--- src/rtl/readout_sequencer.sv ---
// Queues host READOUT commands, holds each until the enabled tile FIFOs can
// cover its length, issues it to the result arbiter and returns a tagged status.
//
// state  | meaning
// IDLE   | waiting for a queued command; pops the head into the working regs
// CHECK  | validating the command and waiting for enough tile data
// ISSUE  | one-cycle readout_en pulse to the arbiter
// WAIT   | waiting for the arbiter done strobe (cannot be cancelled)
// RESP   | response held valid until the host accepts it
module readout_sequencer #(
    parameter int NUM_TILES      = 2,
    parameter int CMD_DEPTH      = 4,
    parameter int TIMEOUT_CYCLES = 4096
) (
    input  logic                           i_clk,
    input  logic                           i_reset_n,
    input  logic                           i_cmd_valid,
    output logic                           o_cmd_ready,
    input  logic [7:0]                     i_cmd_start_col,
    input  logic [31:0]                    i_cmd_rd_len,
    input  logic [7:0]                     i_cmd_tag,
    input  logic                           i_abort,
    input  logic [23:0]                    i_mc_tile_en,
    input  logic [9*NUM_TILES-1:0]         i_tile_fifo_count,
    output logic                           o_readout_en,
    output logic [7:0]                     o_readout_start_col,
    output logic [31:0]                    o_readout_rd_len,
    input  logic                           i_readout_done,
    output logic                           o_rsp_valid,
    input  logic                           i_rsp_ready,
    output logic [7:0]                     o_rsp_tag,
    output logic [1:0]                     o_rsp_status,
    output logic                           o_busy,
    output logic [$clog2(CMD_DEPTH):0]     o_queue_count
);

    localparam int PTR_W = $clog2(CMD_DEPTH);
    localparam int CNT_W = PTR_W + 1;
    localparam int TMR_W = (TIMEOUT_CYCLES > 1) ? $clog2(TIMEOUT_CYCLES) : 1;

    localparam logic [1:0] RSP_OK      = 2'd0;
    localparam logic [1:0] RSP_REJECT  = 2'd1;
    localparam logic [1:0] RSP_TIMEOUT = 2'd2;
    localparam logic [1:0] RSP_ABORT   = 2'd3;

    typedef enum logic [2:0] {
        ST_IDLE,
        ST_CHECK,
        ST_ISSUE,
        ST_WAIT,
        ST_RESP
    } state_t;

    state_t             state_q, state_d;
    logic [PTR_W-1:0]   wr_ptr_q, wr_ptr_d;
    logic [PTR_W-1:0]   rd_ptr_q, rd_ptr_d;
    logic [CNT_W-1:0]   count_q, count_d;
    logic [7:0]         col_q, col_d;
    logic [31:0]        len_q, len_d;
    logic [7:0]         tag_q, tag_d;
    logic [TMR_W-1:0]   timer_q, timer_d;
    logic [7:0]         ro_col_q, ro_col_d;
    logic [31:0]        ro_len_q, ro_len_d;
    logic [7:0]         rsp_tag_q, rsp_tag_d;
    logic [1:0]         rsp_status_q, rsp_status_d;

    logic [7:0]         mem_col_q [CMD_DEPTH];
    logic [31:0]        mem_len_q [CMD_DEPTH];
    logic [7:0]         mem_tag_q [CMD_DEPTH];

    logic               push;
    logic               pop;
    logic [12:0]        avail;
    logic               full_tile;
    logic               col_en;
    logic               reject;
    logic               launch;

    assign o_cmd_ready = i_reset_n && (count_q < CNT_W'(CMD_DEPTH)) && !i_abort;
    assign push        = i_cmd_valid && o_cmd_ready;
    assign pop         = (state_q == ST_IDLE) && (count_q != '0) && !i_abort;

    // Only tiles below NUM_TILES contribute; higher enable bits are don't-care.
    always_comb begin
        avail     = '0;
        full_tile = 1'b0;
        col_en    = 1'b0;
        for (int i = 0; i < NUM_TILES; i++) begin
            if (i_mc_tile_en[i]) begin
                avail = avail + 13'(i_tile_fifo_count[i*9 +: 9]);
                if (i_tile_fifo_count[i*9 +: 9] == 9'd256) begin
                    full_tile = 1'b1;
                end
            end
        end
        for (int i = 0; i < 24; i++) begin
            if ((i < NUM_TILES) && (col_q == 8'(i))) begin
                col_en = i_mc_tile_en[i];
            end
        end
    end

    assign reject = (len_q == '0) || (col_q >= 8'(NUM_TILES)) || !col_en;
    assign launch = ({19'b0, avail} >= len_q) || full_tile;

    always_comb begin
        state_d      = state_q;
        wr_ptr_d     = wr_ptr_q;
        rd_ptr_d     = rd_ptr_q;
        count_d      = count_q;
        col_d        = col_q;
        len_d        = len_q;
        tag_d        = tag_q;
        timer_d      = timer_q;
        ro_col_d     = ro_col_q;
        ro_len_d     = ro_len_q;
        rsp_tag_d    = rsp_tag_q;
        rsp_status_d = rsp_status_q;

        if (i_abort) begin
            wr_ptr_d = '0;
            rd_ptr_d = '0;
            count_d  = '0;
        end else begin
            if (push) wr_ptr_d = wr_ptr_q + 1'b1;
            if (pop)  rd_ptr_d = rd_ptr_q + 1'b1;
            case ({push, pop})
                2'b10:   count_d = count_q + 1'b1;
                2'b01:   count_d = count_q - 1'b1;
                default: count_d = count_q;
            endcase
        end

        case (state_q)
            ST_IDLE: begin
                if (pop) begin
                    col_d   = mem_col_q[rd_ptr_q];
                    len_d   = mem_len_q[rd_ptr_q];
                    tag_d   = mem_tag_q[rd_ptr_q];
                    timer_d = TMR_W'(TIMEOUT_CYCLES - 1);
                    state_d = ST_CHECK;
                end
            end
            ST_CHECK: begin
                if (i_abort) begin
                    rsp_tag_d    = tag_q;
                    rsp_status_d = RSP_ABORT;
                    state_d      = ST_RESP;
                end else if (reject) begin
                    rsp_tag_d    = tag_q;
                    rsp_status_d = RSP_REJECT;
                    state_d      = ST_RESP;
                end else if (launch) begin
                    ro_col_d = col_q;
                    ro_len_d = len_q;
                    state_d  = ST_ISSUE;
                end else if (timer_q == '0) begin
                    rsp_tag_d    = tag_q;
                    rsp_status_d = RSP_TIMEOUT;
                    state_d      = ST_RESP;
                end else begin
                    timer_d = timer_q - 1'b1;
                end
            end
            ST_ISSUE: begin
                state_d = ST_WAIT;
            end
            ST_WAIT: begin
                if (i_readout_done) begin
                    rsp_tag_d    = tag_q;
                    rsp_status_d = RSP_OK;
                    state_d      = ST_RESP;
                end
            end
            ST_RESP: begin
                if (i_rsp_ready) state_d = ST_IDLE;
            end
            default: begin
                state_d = ST_IDLE;
            end
        endcase
    end

    always_ff @(posedge i_clk or negedge i_reset_n) begin
        if (!i_reset_n) begin
            state_q      <= ST_IDLE;
            wr_ptr_q     <= '0;
            rd_ptr_q     <= '0;
            count_q      <= '0;
            col_q        <= '0;
            len_q        <= '0;
            tag_q        <= '0;
            timer_q      <= '0;
            ro_col_q     <= '0;
            ro_len_q     <= '0;
            rsp_tag_q    <= '0;
            rsp_status_q <= '0;
            for (int i = 0; i < CMD_DEPTH; i++) begin
                mem_col_q[i] <= '0;
                mem_len_q[i] <= '0;
                mem_tag_q[i] <= '0;
            end
        end else begin
            state_q      <= state_d;
            wr_ptr_q     <= wr_ptr_d;
            rd_ptr_q     <= rd_ptr_d;
            count_q      <= count_d;
            col_q        <= col_d;
            len_q        <= len_d;
            tag_q        <= tag_d;
            timer_q      <= timer_d;
            ro_col_q     <= ro_col_d;
            ro_len_q     <= ro_len_d;
            rsp_tag_q    <= rsp_tag_d;
            rsp_status_q <= rsp_status_d;
            if (push) begin
                mem_col_q[wr_ptr_q] <= i_cmd_start_col;
                mem_len_q[wr_ptr_q] <= i_cmd_rd_len;
                mem_tag_q[wr_ptr_q] <= i_cmd_tag;
            end
        end
    end

    assign o_readout_en        = (state_q == ST_ISSUE);
    assign o_readout_start_col = ro_col_q;
    assign o_readout_rd_len    = ro_len_q;
    assign o_rsp_valid         = (state_q == ST_RESP);
    assign o_rsp_tag           = rsp_tag_q;
    assign o_rsp_status        = rsp_status_q;
    assign o_busy              = (state_q != ST_IDLE);
    assign o_queue_count       = count_q;

endmodule
--- config.mk ---
export PLATFORM = sky130hd
export DESIGN_NAME = readout_sequencer
export DESIGN_NICKNAME = d
export VERILOG_FILES = /design/src/rtl/readout_sequencer.sv
export SDC_FILE = /design/constraint.sdc
export NUM_CORES = 1
export LEC_CHECK = 0
export CAP_MARGIN = 25
export CELL_PAD_IN_SITES_DETAIL_PLACEMENT = 1
export CELL_PAD_IN_SITES_GLOBAL_PLACEMENT = 2
export CORE_MARGIN = 1
export CORE_UTILIZATION = 35
export CTS_CLUSTER_SIZE = 24
export DETAILED_ROUTE_END_ITERATION = 16
export PLACE_DENSITY_LB_ADDON = 0.1
export RECOVER_POWER = 100
export SLEW_MARGIN = 25
export SYNTH_ARGS = -nofsm -noshare
export SYNTH_HDL_FRONTEND = slang
export SYNTH_SLANG_ARGS = --single-unit
--- constraint.sdc ---
create_clock -name i_clk -period 2.5 [get_ports i_clk]
set_clock_uncertainty 0.05 [all_clocks]
set_input_delay 0.375 -clock i_clk [delete_from_list [all_inputs] [get_ports i_clk]]
set_output_delay 0.375 -clock i_clk [all_outputs]
set_load 0.01 [all_outputs]
==> results.sh, run 1 <==
export IMPL_place_gp_congestion=0.751
export IMPL_design_core_area_sq_um=39700
export IMPL_async_reset_ff_share_pct=100
export IMPL_yosysTopAreaCellShare_pct=55.5
export IMPL_switching_share_pct=29.2
export IMPL_outcome="finished, violations left"
export IMPL_grt_overflow=0
export IMPL_synth_area_sq_um=14100
export IMPL_start_util_pct=35.4
export IMPL_clock_sinks=312
export IMPL_avgRoutedWirePerCell_microns=20.0
export IMPL_syn_nets=1171
export IMPL_synth_edf_count=0
export IMPL_rsz0062_at_grt="true"
export IMPL_grt_usage_pct=19.0
export IMPL_combinationalPowerShare_pct=30.9
export IMPL_drc_errors=0
export IMPL_finalHoldViolations=0
export IMPL_yosysTopAreaCell="dfrtp_1"
export IMPL_synthFlopType="dfrtp_1"
export IMPL_synthToLayoutAreaGrowth_pct=33.4
export IMPL_grt_max_degree=142
export IMPL_die_x_microns=203
export IMPL_worst_setup_path_type="primary input to flop"
export IMPL_die_h_microns=203
export IMPL_die_area_sq_um=41000
export IMPL_fmax_ghz=0.259
export IMPL_synth_area_leaders="dfrtp_1 (55%), mux2_2 (17%), mux4_2 (7.7%)"
export IMPL_postRouteAntennaNets=0
export IMPL_p_leak_nw=8.87
export IMPL_cp_end_kind="flop"
export IMPL_drive_gt1_share_pct=40.5
export IMPL_io_buffers=130
export IMPL_hold_worst_slack_ps=379
export IMPL_clk_pin_slew_worst_paths_ps=60
export IMPL_dpl_cell_area_sq_um=17100
export IMPL_crit_required_ps=2870
export IMPL_ys_warnings_count=0
export IMPL_hold_path_class="primary input to flop"
export IMPL_antenna_found_initial=3
export IMPL_ys_types=55
export IMPL_start_kind="primary input"
export IMPL_grt_pass1_vias=10400
export IMPL_timing_setup_tns_ps=-81220
export IMPL_fillers=4055
export IMPL_syn_inst=1051
export IMPL_switchingPower_mw=5.39
export IMPL_p_int_mw=13.1
export IMPL_final_design_area_no_fill_sq_um=18800
export IMPL_layoutNonFillerInstCount=1863
export IMPL_root_buffer="clkbuf_16"
export IMPL_grt_pass1_wl_microns=60600
export IMPL_cts_buffers=37
export IMPL_setup_viol=65
export IMPL_slew_headroom_pct=1.24
export IMPL_io_pin_count=153
export IMPL_p_clk_share_pct=30.2
export IMPL_synth_most_common_cell="dfrtp_1"
export IMPL_postSynthAreaPerCell_sq_um=13.4
export IMPL_drt_pass1_iter_count=4
export IMPL_cts_tree="done"
export IMPL_slew_viol_final=0
export IMPL_post_place_ws_ps=-2300
export IMPL_htreeDepth=2
export IMPL_placedCellCount=1778
export IMPL_cp_arrival_ps=4220
export IMPL_clock_latency_ps=540
export IMPL_synth_seq_cells=312
export IMPL_num_vias=9300
export IMPL_tightest_slew_ps=1480
export IMPL_dr_first_iter_drc_count=358
export IMPL_viasPerCell=4.99
export IMPL_post_route_min_period_ps=3850
export IMPL_peakVddDrop_v=0.000508
export IMPL_finalWirelength_microns=37200
export IMPL_dp_hpwl_microns=25000
export IMPL_cts_max_path_buffers=3
export IMPL_seqPwrFrac_pct=38.9
export IMPL_finalWorstSetupSlack_ps=-1350
export IMPL_ys_seq_area_share_pct=55.5
export IMPL_violations="negative setup slack"
export IMPL_p_per_area_nw_per_um2=983
export IMPL_max_cap_viol_count=0
export IMPL_nNetsFinal=1429
export IMPL_synthTopCellsByCount="dfrtp_1 (312), mux2_2 (208), nand2_1 (163), mux4_2 (48), clkbuf_1 (40)"
export IMPL_critPathMaxFanout=7
export IMPL_period_share_pct=154
export IMPL_rows=73
-- flip-flops by register name (all words and copies together), names as in the netlist --
signal,count
o_rsp_status,2
wr_ptr_q,2
state_q,3
mem_col_q,32
o_readout_rd_len,32
rd_ptr_q,2
o_queue_count,3
mem_tag_q,32
o_rsp_tag,8
tag_q,8
o_readout_start_col,8
col_q,8
len_q,32
mem_len_q,128
timer_q,12
-- layer usage --
metal	share of wire, %	vias up	GRT usage, %	routed length (microns)
met2	47	125	30.7	17700
met3	3.5	49	3.39	1310
met5	0.067	-	0	25
li1	-	4284	-	-
met4	1.6	4	5.21	601
met1	47	4838	26.3	17600
-- critical path, cell delays in order --
cell      delay [ps]
buf_6            100
and2_4           160
ha_4             160
fa_2             370
maj3_2           320
a22o_1           190
a311oi_2         230
buf_4            160
xnor2_1           50
mux2_2           280
ha_4             270
nor2b_1          120
o21ai_1           70
a311o_1          400
a211o_4          460
buf_16           200
mux2_4           290
-- placed cells by master (no fill, tap or decap), types with 9 or more instances in the layout --
master	netlist	final
buf_6	2	14
buf_12	0	14
clkbuf_16	0	39
buf_4	2	105
nor4_1	14	11
and2_1	15	9
clkbuf_8	0	14
nand2_1	163	155
dlygate4sd3_1	0	55
o21ai_0	30	19
nor2_1	21	21
inv_1	18	18
ha_1	22	17
mux2_4	24	35
mux4_2	48	48
mux2_2	208	197
clkdlybuf4s50_1	0	69
dfrtp_1	312	310
clkbuf_1	40	9
-- layout make-up --
cell class	instances	area, sq um	share of cell area [%]
Multi-Input combinational cell	664	6290	33.5
Sequential cell	312	7810	41.6
Clock buffer	58	1190	6.32
Timing Repair Buffer	276	2670	14.2
Tap cell	525	657	3.50
Clock inverter	8	93.8	0.500
Inverter	18	67.6	0.360
Antenna cell	2	5.00	0.0266
-- repair_timing --
item / in CTS / in global routing
setup endpoints to repair: 67 / 66
cloned: 5 / 0
buffers inserted: 7 / 7
hold buffers: 1 / 0
pin swaps: 20 / 16
endpoints found under the hold margin: 49 / 0
resized for setup: 76 / 23
-- power groups by stage --
stage	clock [mW]	combinational, mW	sequential [mW]
after floorplan	0	3.37	7.00
after global placement	0	5.38	7.25
after detailed placement	0	5.50	7.30
after CTS	5.74	5.94	7.21
after global routing	5.95	6.33	7.38
final	5.57	5.72	7.18
-- per-stage QoR --
stage          util (%)  power [mW]
2_1_floorplan         -        10.4
3_3_place_gp       42.9        12.6
3_5_place_dp       42.9        12.8
4_1_cts            47.2        18.9
5_1_grt            47.3        19.7
6_report           47.3        18.5
-- logic make-up after synthesis --
kind of cell / count (synthesis) / synth area share [%]
XOR/XNOR: 13 / 0.809
AND/OR/NAND/NOR: 270 / 8.83
buffers and inverters: 75 / 2.17
AO/OA/AOI/OAI: 70 / 3.13
adder cells (fa/ha/maj): 26 / 2.38
multiplexers: 285 / 27.2
flip-flops: 312 / 55.5
-- final timing paths --
check                                startpoint                    to  slack [ps]  cells past startpoint
worst max-delay path            i_mc_tile_en[0]  o_readout_rd_len[29]       -1350                     17
worst min-delay path                i_rsp_ready            state_q[2]         380                      3
worst max register to register        len_q[14]  o_readout_rd_len[29]        -780                      8
worst min register to register         col_q[1]              col_q[1]         420                      2
max in group asynchronous             i_reset_n        mem_len_q[102]          40                      4
min in group asynchronous             i_reset_n      o_queue_count[1]         930                      3
(Power assumes the default switching activity.)
==> inputs of run 2 (changes only) <==
Settings changed: CORE_MARGIN 1 to 5.
==> results.sh, run 2 (synthesis results as in run 1) <==
export IMPL_outcome="finished, violations left"
export IMPL_violations="max-slew violations, negative setup slack"
export IMPL_slew_viol_final=35
export IMPL_rsz0062_at_grt="true"
export IMPL_mostFrequentLayoutCells="dfrtp_1 (310), mux2_2 (197), nand2_1 (154)"
export IMPL_dr_first_iter_drc_count=367
export IMPL_fmax_ghz=0.251
export IMPL_design_power_total_mw=18.1
export IMPL_period_share_pct=160
export IMPL_grt_pass1_wl_microns=60600
export IMPL_final_core_util_pct=46.9
export IMPL_drt_pass1_iter_count=4
export IMPL_postRouteAntennaNets=0
export IMPL_clock_sinks=312
export IMPL_final_design_area_no_fill_sq_um=18600
export IMPL_cpPeakStageDelay_ps=410
export IMPL_die_h_microns=211
export IMPL_hold_path_class="primary input to flop"
export IMPL_die_x_microns=211
export IMPL_largest_register="mem_len_q"
export IMPL_max_cap_viol_count=0
export IMPL_layout_commonest_cell="dfrtp_1"
export IMPL_cts_max_path_buffers=3
export IMPL_worst_setup_path_type="primary input to flop"
export IMPL_cts_buffers=37
export IMPL_htreeDepth=2
export IMPL_root_buffer="clkbuf_16"
export IMPL_finalWirelength_microns=37300
export IMPL_antenna_cells=0
export IMPL_dp_hpwl_microns=25400
export IMPL_synthToLayoutAreaGrowth_pct=32.3
export IMPL_viasPerCell=4.97
export IMPL_clk_pin_slew_worst_paths_ps=60
export IMPL_worstPathCellList="buf_6 > and2_4 > ha_4 > fa_2 > maj3_2 > a22o_1 > a311oi_2 > o21bai_1 > a21oi_1 > xnor2_1 > mux2_4 > ha_4 > o21a_1 > nor2_1 > a311o_1 > a211o_4 > buf_12 > buf_12 > mux2_4"
export IMPL_dpl_cell_area_sq_um=17000
export IMPL_drive_gt1_share_pct=39.2
export IMPL_crit_required_ps=2870
export IMPL_largest_reg_flops=128
export IMPL_clock_latency_ps=550
export IMPL_start_util_pct=35.4
export IMPL_post_route_min_period_ps=3990
export IMPL_cts_tree="done"
export IMPL_cp_end_kind="flop"
export IMPL_place_gp_congestion=0.728
export IMPL_nNetsFinal=1420
export IMPL_rows=73
export IMPL_grt_max_degree=160
export IMPL_slew_headroom_pct=-0.273
export IMPL_start_kind="primary input"
export IMPL_io_buffers=130
export IMPL_die_area_sq_um=44300
export IMPL_avgRoutedWirePerCell_microns=20.2
export IMPL_antenna_found_initial=2
export IMPL_setup_viol=65
export IMPL_grt_usage_pct=17.3
export IMPL_drc_errors=0
export IMPL_finalHoldViolations=0
export IMPL_p_per_area_nw_per_um2=971
export IMPL_timing_setup_tns_ps=-89590
export IMPL_p_leak_nw=8.80
export IMPL_io_pin_count=153
export IMPL_grt_pass1_vias=10200
export IMPL_num_vias=9187
export IMPL_peakVddDrop_v=0.000546
export IMPL_fillers=4043
export IMPL_cp_arrival_ps=4360
export IMPL_post_place_ws_ps=-2360
export IMPL_design_core_area_sq_um=39700
export IMPL_tightest_slew_ps=1500
export IMPL_finalWorstSetupSlack_ps=-1490
export IMPL_cp_top_family="compound AO/OA/AOI/OAI gates"
export IMPL_critPathSlowestCell="a211o_4"
export IMPL_grt_overflow=0
export IMPL_critPathMaxFanout=10
export IMPL_critical_path_buf_inv_count=3
## run 2: path summary, 6_finish.rpt
kind / slack, ps / endpoint / start / cells past startpoint
worst max-delay path: -1490 / o_readout_rd_len[27] / i_mc_tile_en[0] / 19
worst min register to register: 420 / col_q[7] / col_q[7] / 2
worst max register to register: -850 / o_readout_rd_len[27] / len_q[13] / 9
max in group asynchronous: 80 / rd_ptr_q[1] / i_reset_n / 4
min in group asynchronous: 960 / mem_len_q[2] / i_reset_n / 3
worst min-delay path: 380 / state_q[2] / i_rsp_ready / 3
## run 2: final cells by class
type / instances / area, sq um / area share (%)
clock buffers: 47 / 1020 / 5.50
clock inverters: 15 / 184 / 0.988
inverters: 18 / 67.6 / 0.363
multi-input cells: 664 / 6190 / 33.3
flip-flops and latches: 312 / 7810 / 42.0
well taps: 525 / 657 / 3.53
repair buffers: 267 / 2690 / 14.4
## run 2: timing repair
action,4_1_cts,5_1_grt
hold buffers,1,0
resized for setup,73,9
endpoints found under the hold margin,53,0
cloned,6,0
pin swaps,27,8
setup buffers,12,1
endpoints found under the setup margin,66,66
## run 2: worst reg2reg max path, cell delays in order, from the launching register on
cell and delay [ps]:
dfrtp_1 380, nor4_1 430, buf_4 180, nand4_1 140, or4b_1 650, a311o_1 380
a211o_4 410, buf_12 140, buf_12 140, mux2_4 320
## run 2: power breakdown
group	total, mW	switching [mW]	internal, mW
Sequential	7.21	0.829	6.38
Combinational	5.52	2.37	3.14
Clock	5.35	2.14	3.21
Total	18.1	5.34	12.7
## run 2: metal layers
layer	track usage [%]	wire length, microns
met5	0	21
met4	4.45	713
met3	3.35	1490
met2	26.9	17300
met1	25.1	17800
## run 2: metrics by stage
step,hold slack [ps],std cells
global route,379,1848
CTS,341,1848
detailed placement,408,1767
finish,375,1848
global placement,405,1767
floorplan,29.4,1051
==> inputs of run 3 (changes only) <==
--- a/config.mk
+++ b/config.mk
@@ -16,2 +16,3 @@
 export RECOVER_POWER = 100
+export SKIP_CTS_REPAIR_TIMING = 1
 export SLEW_MARGIN = 25
@@ -20 +21,2 @@
 export SYNTH_SLANG_ARGS = --single-unit
+export TNS_END_PERCENT = 30
--- a/constraint.sdc
+++ b/constraint.sdc
@@ -4,2 +4,2 @@
 set_output_delay 0.375 -clock i_clk [all_outputs]
-set_load 0.01 [all_outputs]
+set_load 0.1 [all_outputs]
==> results.sh, run 3 (synthesis results as in run 1) <==
export IMPL_mostFrequentLayoutCells="dfrtp_1 (307), mux2_2 (196), nand2_1 (157)"
export IMPL_crit_required_ps=2880
export IMPL_post_route_min_period_ps=3850
export IMPL_p_per_area_nw_per_um2=1040
export IMPL_die_h_microns=211
export IMPL_start_util_pct=35.4
export IMPL_htreeDepth=2
export IMPL_clock_sinks=312
export IMPL_start_kind="primary input"
export IMPL_switchingPower_mw=6.22
export IMPL_place_gp_congestion=0.739
export IMPL_num_vias=9108
export IMPL_die_area_sq_um=44300
export IMPL_outcome="finished, violations left"
export IMPL_io_pin_count=153
export IMPL_p_leak_nw=8.61
export IMPL_design_core_area_sq_um=39700
export IMPL_period_share_pct=154
export IMPL_worstSetupStartpoint="i_mc_tile_en[0]"
export IMPL_nNetsFinal=1409
export IMPL_cts_tree="done"
export IMPL_root_buffer="clkbuf_16"
export IMPL_rr_startpoint="len_q[13]"
export IMPL_peakVddDrop_v=0.000501
export IMPL_reg2reg_depth=8
export IMPL_finalHoldViolations=0
export IMPL_violations="negative setup slack"
export IMPL_seqPwrFrac_pct=37.8
export IMPL_slew_viol_final=0
export IMPL_largest_reg_flops=128
export IMPL_cts_max_path_buffers=3
export IMPL_grt_overflow=0
export IMPL_io_buffers=130
export IMPL_endpoint="o_readout_rd_len[14]"
export IMPL_slew_headroom_pct=22.2
export IMPL_dpl_cell_area_sq_um=16900
export IMPL_dr_first_iter_drc_count=359
export IMPL_clk_pin_slew_worst_paths_ps=60
export IMPL_p_clk_share_pct=29.3
export IMPL_grt_pass1_wl_microns=59600
export IMPL_synthToLayoutAreaGrowth_pct=29.2
export IMPL_rsz0062_at_grt="true"
export IMPL_worst_setup_path_type="primary input to flop"
export IMPL_finalWorstSetupSlack_ps=-1350
export IMPL_drive_gt1_share_pct=41.9
export IMPL_viasPerCell=4.95
export IMPL_layout_commonest_cell="dfrtp_1"
export IMPL_drc_errors=0
export IMPL_grt_usage_pct=17.0
export IMPL_p_int_mw=12.8
export IMPL_critPathMaxFanout=6
export IMPL_hold_worst_slack_ps=305
export IMPL_antenna_found_initial=1
export IMPL_rows=73
export IMPL_tightest_slew_ps=1170
export IMPL_timing_setup_tns_ps=-133180
export IMPL_dp_hpwl_microns=25000
export IMPL_die_x_microns=211
export IMPL_grt_max_degree=185
export IMPL_hold_path_class="primary input to asynchronous set/reset pin"
export IMPL_largest_register="mem_len_q"
export IMPL_cp_end_kind="flop"
export IMPL_switching_share_pct=32.8
export IMPL_reg2reg_slack_ps=-920
export IMPL_drt_pass1_iter_count=4
export IMPL_cp_arrival_ps=4220
export IMPL_avgRoutedWirePerCell_microns=20.3
export IMPL_grt_pass1_vias=10200
export IMPL_fmax_ghz=0.260
export IMPL_max_cap_viol_count=0
export IMPL_clock_latency_ps=540
export IMPL_combinationalPowerShare_pct=33.0
export IMPL_cts_buffers=37
export IMPL_setup_viol=259
export IMPL_r2r_end="o_readout_rd_len[14]"
export IMPL_fillers=4079
export IMPL_postRouteAntennaNets=0
export IMPL_post_place_ws_ps=-2320
export IMPL_finalWirelength_microns=37400
export IMPL_final_design_area_no_fill_sq_um=18200
[run 3: changes by cell type in the layout (fill, tap and decap cells not counted), moves of 4 or more]
cell	change
dlygate4sd3_1	-53
clkbuf_2	+50
clkbuf_1	+9
buf_6	-8
and2_1	+6
and2_4	-6
nand2_2	-6
buf_16	-4
clkinvlp_4	+4
[run 3: final cells by class]
type | count | area, sq um | area share [%]
Inverter | 18 | 67.6 | 0.372
Antenna cell | 1 | 2.50 | 0.0138
Timing Repair Buffer | 256 | 2200 | 12.1
Multi-Input combinational cell | 664 | 6180 | 34.0
Sequential cell | 312 | 7820 | 43.0
Clock buffer | 51 | 1060 | 5.83
Tap cell | 525 | 657 | 3.61
Clock inverter | 14 | 191 | 1.05
[run 3: how the worst min path moves through the flow]
stage / startpoint / depth (start not counted) / slack, ps / endpoint
floorplan: i_reset_n / 0 / 30 / col_q[0]
global placement: i_reset_n / 1 / 130 / state_q[1]
detailed placement: i_reset_n / 1 / 130 / state_q[1]
CTS: i_reset_n / 1 / -450 / timer_q[8]
global route: i_reset_n / 2 / 350 / timer_q[8]
finish: i_reset_n / 2 / 310 / timer_q[8]
[run 3: per-layer routing]
layer | GRT usage [%] | part of all wire, % | vias up | wire length [microns]
met4 | 4.47 | 1.9 | 0 | 721
met1 | 23.1 | 46 | 4720 | 17100
met2 | 28.1 | 48 | 115 | 18100
met5 | 0 | 0 | - | 0
met3 | 3.32 | 4.1 | 46 | 1520
li1 | - | - | 4227 | -
[run 3: power groups by stage]
stage / registers, mW / logic, mW / clock network, mW
after global routing: 7.35 / 6.88 / 5.96
final: 7.16 / 6.25 / 5.55
after floorplan: 7.71 / 3.52 / 0
after global placement: 7.21 / 6.29 / 0
after CTS: 7.18 / 6.40 / 5.77
after detailed placement: 7.27 / 6.37 / 0
[run 3: critical path, cell delays in order]
cell and delay, ps:
buf_8 100, and2_4 160, ha_4 160, fa_2 340, maj3_2 330, a22o_1 210, a311oi_2 220, o21bai_1 90
a21oi_1 190, xnor2_1 100, mux2_4 270, ha_4 250, o21a_1 100, nor2_1 40, a311o_1 340, a211o_4 450
clkbuf_16 200, mux2_4 290
[run 3: per-stage QoR]
| step | power (mW) | utilization, % | cells |
|---|---|---|---|
| final | 19.0 | 45.8 | 1841 |
| after global routing | 20.2 | 45.8 | 1840 |
| after CTS | 19.3 | 45.6 | 1833 |
| after detailed placement | 13.6 | 42.5 | 1768 |
| after global placement | 13.5 | 42.5 | 1768 |
| after floorplan | 11.2 | - | 1051 |
